File: config.mk
export PLATFORM = sky130hd
export DESIGN_NAME = dmem_bridge
export DESIGN_NICKNAME = d
export VERILOG_FILES = /design/src/rtl/dmem_bridge.sv
export SDC_FILE = /design/constraint.sdc
export NUM_CORES = 1
export LEC_CHECK = 0
export ABC_AREA = 1
export BUFFER_PORTS_ARGS = -buffer_cell sky130_fd_sc_hd__buf_2
export CAP_MARGIN = 20
export CORE_UTILIZATION = 30
export CTS_CLUSTER_DIAMETER = 60
export CTS_CLUSTER_SIZE = 28
export DETAILED_ROUTE_END_ITERATION = 6
export SYNTH_ARGS = -nofsm -noshare
export SYNTH_HDL_FRONTEND = slang
export SYNTH_SLANG_ARGS = --single-unit
File: constraint.sdc
create_clock -name clk -period 4.9 [get_ports clk]
set_input_delay 0.245 -clock clk [delete_from_list [all_inputs] [get_ports clk]]
set_output_delay 0.245 -clock clk [all_outputs]
set_load 0.05 [all_outputs]
File: src/rtl/dmem_bridge.sv
// -----------------------------------------------------------------------------
// dmem_bridge
//
// Data-memory bridge between the core's Memory stage and a valid/ready memory
// bus with variable wait states. Stores are posted into a small write buffer
// and retire without stalling. Loads first let the buffer drain, then issue a
// bus read and return the result on ReadDataM.
//
// Ports
//   clk         pipeline clock, rising edge
//   reset       asynchronous reset, active low (0 = reset)
//   MemWriteM   M-stage store request
//   MemReadM    M-stage load request (never together with MemWriteM)
//   ALUOutM     word-aligned byte address
//   WriteDataM  store data
//   ReadDataM   load result, registered, held until the next read completes
//   MemStall    combinational stall request to the hazard unit
//   BusValid    bus request valid
//   BusWrite    1 = write, 0 = read
//   BusAddr     bus address
//   BusWData    bus write data
//   BusReady    slave accepts/completes the request this cycle
//   BusRData    read data, sampled when BusValid & ~BusWrite & BusReady
//   dbgState    current FSM state (IDLE=0, READ=1, RESP=2)
//   dbgCount    current write-buffer occupancy
//
// Bus handshake: a transfer completes on a rising edge where BusValid and
// BusReady are both 1. Once BusValid is raised it stays high, and BusAddr,
// BusWData and BusWrite stay unchanged, until that completing edge.
// -----------------------------------------------------------------------------
module dmem_bridge #(
    parameter int DEPTH = 4
) (
    input  logic                         clk,
    input  logic                         reset,
    input  logic                         MemWriteM,
    input  logic                         MemReadM,
    input  logic [31:0]                  ALUOutM,
    input  logic [31:0]                  WriteDataM,
    output logic [31:0]                  ReadDataM,
    output logic                         MemStall,
    output logic                         BusValid,
    output logic                         BusWrite,
    output logic [31:0]                  BusAddr,
    output logic [31:0]                  BusWData,
    input  logic                         BusReady,
    input  logic [31:0]                  BusRData,
    output logic [1:0]                   dbgState,
    output logic [$clog2(DEPTH+1)-1:0]   dbgCount
);

    localparam int CW = $clog2(DEPTH + 1);
    localparam int PW = $clog2(DEPTH);
    localparam logic [CW-1:0] FULL = CW'(DEPTH);

    typedef enum logic [1:0] {
        IDLE = 2'd0,
        READ = 2'd1,
        RESP = 2'd2
    } stateT;

    stateT state;
    stateT nextState;

    // Write buffer storage and bookkeeping
    logic [31:0]   addrMem [DEPTH];
    logic [31:0]   dataMem [DEPTH];
    logic [PW-1:0] headPtr;
    logic [PW-1:0] tailPtr;
    logic [CW-1:0] count;

    logic fifoEmpty;
    logic fifoFull;
    logic push;
    logic pop;
    logic writeHs;
    logic readHs;

    assign fifoEmpty = (count == '0);
    assign fifoFull  = (count == FULL);

    // Fullness is judged on the count at the start of the cycle, so a store
    // arriving while full waits one cycle even if the head pops right now.
    assign push = MemWriteM & ~fifoFull;

    // Writes are only offered from IDLE; a non-empty buffer keeps the FSM
    // in IDLE, so a drain can never be interrupted by a read.
    assign writeHs = (state == IDLE) & ~fifoEmpty & BusReady;
    assign pop     = writeHs;
    assign readHs  = (state == READ) & BusReady;

    // Gated with reset so the hazard unit sees no stall while in reset.
    assign MemStall = reset & ((MemReadM & (state != RESP)) | (MemWriteM & fifoFull));

    assign dbgState = state;
    assign dbgCount = count;

    // -------------------------------------------------------------------------
    // FSM state register
    // -------------------------------------------------------------------------
    always_ff @(posedge clk or negedge reset) begin
        if (!reset) begin
            state <= IDLE;
        end else begin
            state <= nextState;
        end
    end

    // -------------------------------------------------------------------------
    // FSM next state and bus outputs
    // -------------------------------------------------------------------------
    always_comb begin
        nextState = state;
        BusValid  = 1'b0;
        BusWrite  = 1'b0;
        BusAddr   = '0;
        BusWData  = '0;
        unique case (state)
            IDLE: begin
                if (!fifoEmpty) begin
                    // Drain the head entry; loads wait behind it.
                    BusValid = 1'b1;
                    BusWrite = 1'b1;
                    BusAddr  = addrMem[headPtr];
                    BusWData = dataMem[headPtr];
                end else if (MemReadM) begin
                    nextState = READ;
                end
            end
            READ: begin
                // ALUOutM is held by the core because MemStall is high here.
                BusValid = 1'b1;
                BusAddr  = ALUOutM;
                if (BusReady) begin
                    nextState = RESP;
                end
            end
            RESP: begin
                nextState = IDLE;
            end
            default: begin
                nextState = IDLE;
            end
        endcase
    end

    // -------------------------------------------------------------------------
    // Write buffer pointers and occupancy
    // -------------------------------------------------------------------------
    always_ff @(posedge clk or negedge reset) begin
        if (!reset) begin
            headPtr <= '0;
            tailPtr <= '0;
            count   <= '0;
        end else begin
            if (push) begin
                tailPtr <= tailPtr + PW'(1);
            end
            if (pop) begin
                headPtr <= headPtr + PW'(1);
            end
            unique case ({push, pop})
                2'b10:   count <= count + CW'(1);
                2'b01:   count <= count - CW'(1);
                default: count <= count;
            endcase
        end
    end

    // Entry storage needs no reset: an entry is only read while counted.
    always_ff @(posedge clk) begin
        if (push) begin
            addrMem[tailPtr] <= ALUOutM;
            dataMem[tailPtr] <= WriteDataM;
        end
    end

    // -------------------------------------------------------------------------
    // Load result register
    // -------------------------------------------------------------------------
    always_ff @(posedge clk or negedge reset) begin
        if (!reset) begin
            ReadDataM <= '0;
        end else if (readHs) begin
            ReadDataM <= BusRData;
        end
    end

endmodule

==> results.cfg <==
[status]
outcome = complete, no violations

[placed_design]
routabilityCongestion = 0.732
hpwl_mm = 16.3
portBuffers = 204
place_ws_ns = 1.75

[sta]
finalSetupTns_ns = 0
fin_ws_ns = 1.51
finalHoldViolations = 0
relSlewSlack_pct = 29.2
max_freq_ghz = 0.295
report.final.slew_viol_count = 0
min_period_ns = 3.39
skew_ns = 0.0183
finalSetupViolations = 0
min_period_over_period_pct = 69.3
tightest_slew_ns = 1.06
grt_setup_unrepaired = false

[route]
drtIter0Drc = 532
via_count = 8792
drt-vias-per-instance = 4.50
dr.pass1.iters = 4
wl_per_cell_um = 15.7
routed_wl_mm = 30.7
ant_nets = 0
drc_errors = 0

[die]
start_util_pct = 30.7
coreArea_um2 = 40000
die_area_um2 = 41700
num_rows = 73
die_w_um = 204
die_height_um = 204
io_pins = 205

[synth]
syn_inst = 1122
netlist_area_um2 = 12300
synth.top_cells.by_area = edfxtp_1 63%, nand2_1 15%, dfrtp_1 8.4%
synthArstFlopShare_pct = 13.8
synth_top_area_share_pct = 62.6
synth-edff-count = 256
synth_warnings = 0
synth.avg_cell_area_um2 = 10.9
ys_seq_area_share_pct = 71.0
synthesis.nets = 1229
netlist-cell-type-count = 25
yosys.area.top_type = edfxtp_1
ys.flop_type = edfxtp_1
ys_seq_elements = 297

[cells_and_area]
final_cell_mix = 494 x nand2_1, 256 x edfxtp_1, 204 x buf_2
final_common_cell = nand2_1
area_growth_pct = 27.8
nets = 1516
drive_gt1_share_pct = 19.3

[clock_tree]
post_cts_resize_count = 0
htree_num_levels = 1
insertion_delay_ns = 0.54
cts_sinks = 297
cts_setup_buffers = 0
clockRootBuffer = clkbuf_16
cts_tree = done
cts_buffers = 25
hold_buffers = 100
clock_path_buffers = 3
clk_pin_slew_ns = 0.07

[grt]
antenna_found_initial = 3
grt_max_degree = 106
grt_pass1_wl_mm = 47.3
first_global_vias = 8637
grt_overflow_total = 0
grt_usage_pct = 14.4

[hold_path]
min_path_type = input pin to asynchronous set/reset pin

[setup_path]
r2r_end = ReadDataM[30]$_DFFE_PN0P_
path_class = flip-flop to output port
critPathBufInv = 4
cp_slowest_stage_delay_ns = 0.75
cp-start-kind = flip-flop
critical_path_arrival_ns = 3.15
r2r-start = dbgState[1]$_DFFE_PN0P_
regToRegSetupSlack_ns = 2.57
cp-end-kind = output port
crit_fanout = 79
path_cells = inv_4 > buf_16 > buf_4 > nand2_1 > nand3_1 > nand3_1 > nand2_1 > buf_2
slowest_stage = dfrtp_4
cpLargestDelayFamily = buffers and inverters
crit_required_ns = 4.66
r2r_cells = 6

[flow_run]
drv_cap = 0
==> how the worst max path moves through the flow <==
stage                                       start                 endpoint  cells past startpoint
after floorplan           dbgCount[0]$_DFFE_PN0P_  addrMem[0][0]$_DFFE_PP_                      4
after global placement     headPtr[0]$_DFFE_PN0P_              BusAddr[11]                      7
after detailed placement   headPtr[0]$_DFFE_PN0P_               BusAddr[1]                      7
after CTS                  headPtr[0]$_DFFE_PN0P_               BusAddr[1]                      7
after global routing       headPtr[0]$_DFFE_PN0P_               BusAddr[1]                      8
final                      headPtr[0]$_DFFE_PN0P_               BusAddr[1]                      8
==> layer usage <==
| metal | wire length (um) | GRT usage [%] | vias to the layer above |
|---|---|---|---|
| met4 | 430 | 2.99 | 4 |
| li1 | - | - | 4281 |
| met5 | 31 | 0 | - |
| met1 | 13600 | 19.0 | 4230 |
| met3 | 1910 | 3.13 | 40 |
| met2 | 14700 | 24.4 | 237 |
==> stage by stage <==
step,cells,utilization (%),area [um^2],hold WS [ns]
2_1_floorplan,1122,-,12300,-0.0506
3_3_place_gp,1805,34.3,13700,0.349
3_5_place_dp,1805,34.3,13700,0.344
4_1_cts,1950,39.1,15600,0.282
5_1_grt,1953,39.2,15700,0.352
6_report,1953,39.2,15700,0.301
==> worst min-delay path, cell delays in order <==
cell,delay (ns)
dlygate4sd3_1,0.52
buf_2,0.10
buf_4,0.43
==> synthesized netlist by cell type, types with 2 or more instances <==
| master | number |
|---|---|
| buf_4 | 18 |
| clkbuf_1 | 13 |
| nand2_1 | 494 |
| inv_1 | 79 |
| buf_2 | 22 |
| nand2_2 | 3 |
| dfrtp_1 | 41 |
| xor2_1 | 3 |
| edfxtp_1 | 256 |
| ha_1 | 5 |
| nand3_1 | 133 |
| nor2_1 | 5 |
| nor2_4 | 2 |
| a21oi_1 | 32 |
| inv_2 | 3 |
| o21ai_0 | 2 |
| buf_6 | 3 |
==> layout make-up <==
type                    count  area, um^2
fillers                  3869       24300
clock inverters            18         263
flip-flops and latches    297        8720
clock buffers              27         633
repair buffers            317        2160
well taps                 525         657
multi-input cells         685        2930
diodes                      1        2.50
inverters                  83         314
==> registers in the layout (all words and copies together) (netlist names) <==
signal and count:
dataMem 128, ReadDataM 32, dbgCount 3, addrMem 128, dbgState 2, headPtr 2, tailPtr 2
==> logic make-up (layout without fill, tap and decap cells) <==
| logic type | Yosys count | in the layout | share of synthesized area (%) |
|---|---|---|---|
| buf+inv | 140 | 445 | 5.35 |
| fa+ha+maj | 6 | 6 | 0.673 |
| xor+xnor | 4 | 4 | 0.285 |
| flops | 297 | 297 | 71.0 |
| compound gates | 37 | 37 | 1.63 |
| other cells | 0 | 1 | 0 |
| simple gates | 638 | 638 | 21.1 |
Power is not shown: default switching activity piles up to over one toggle a cycle in this logic, so the estimate is an artifact.
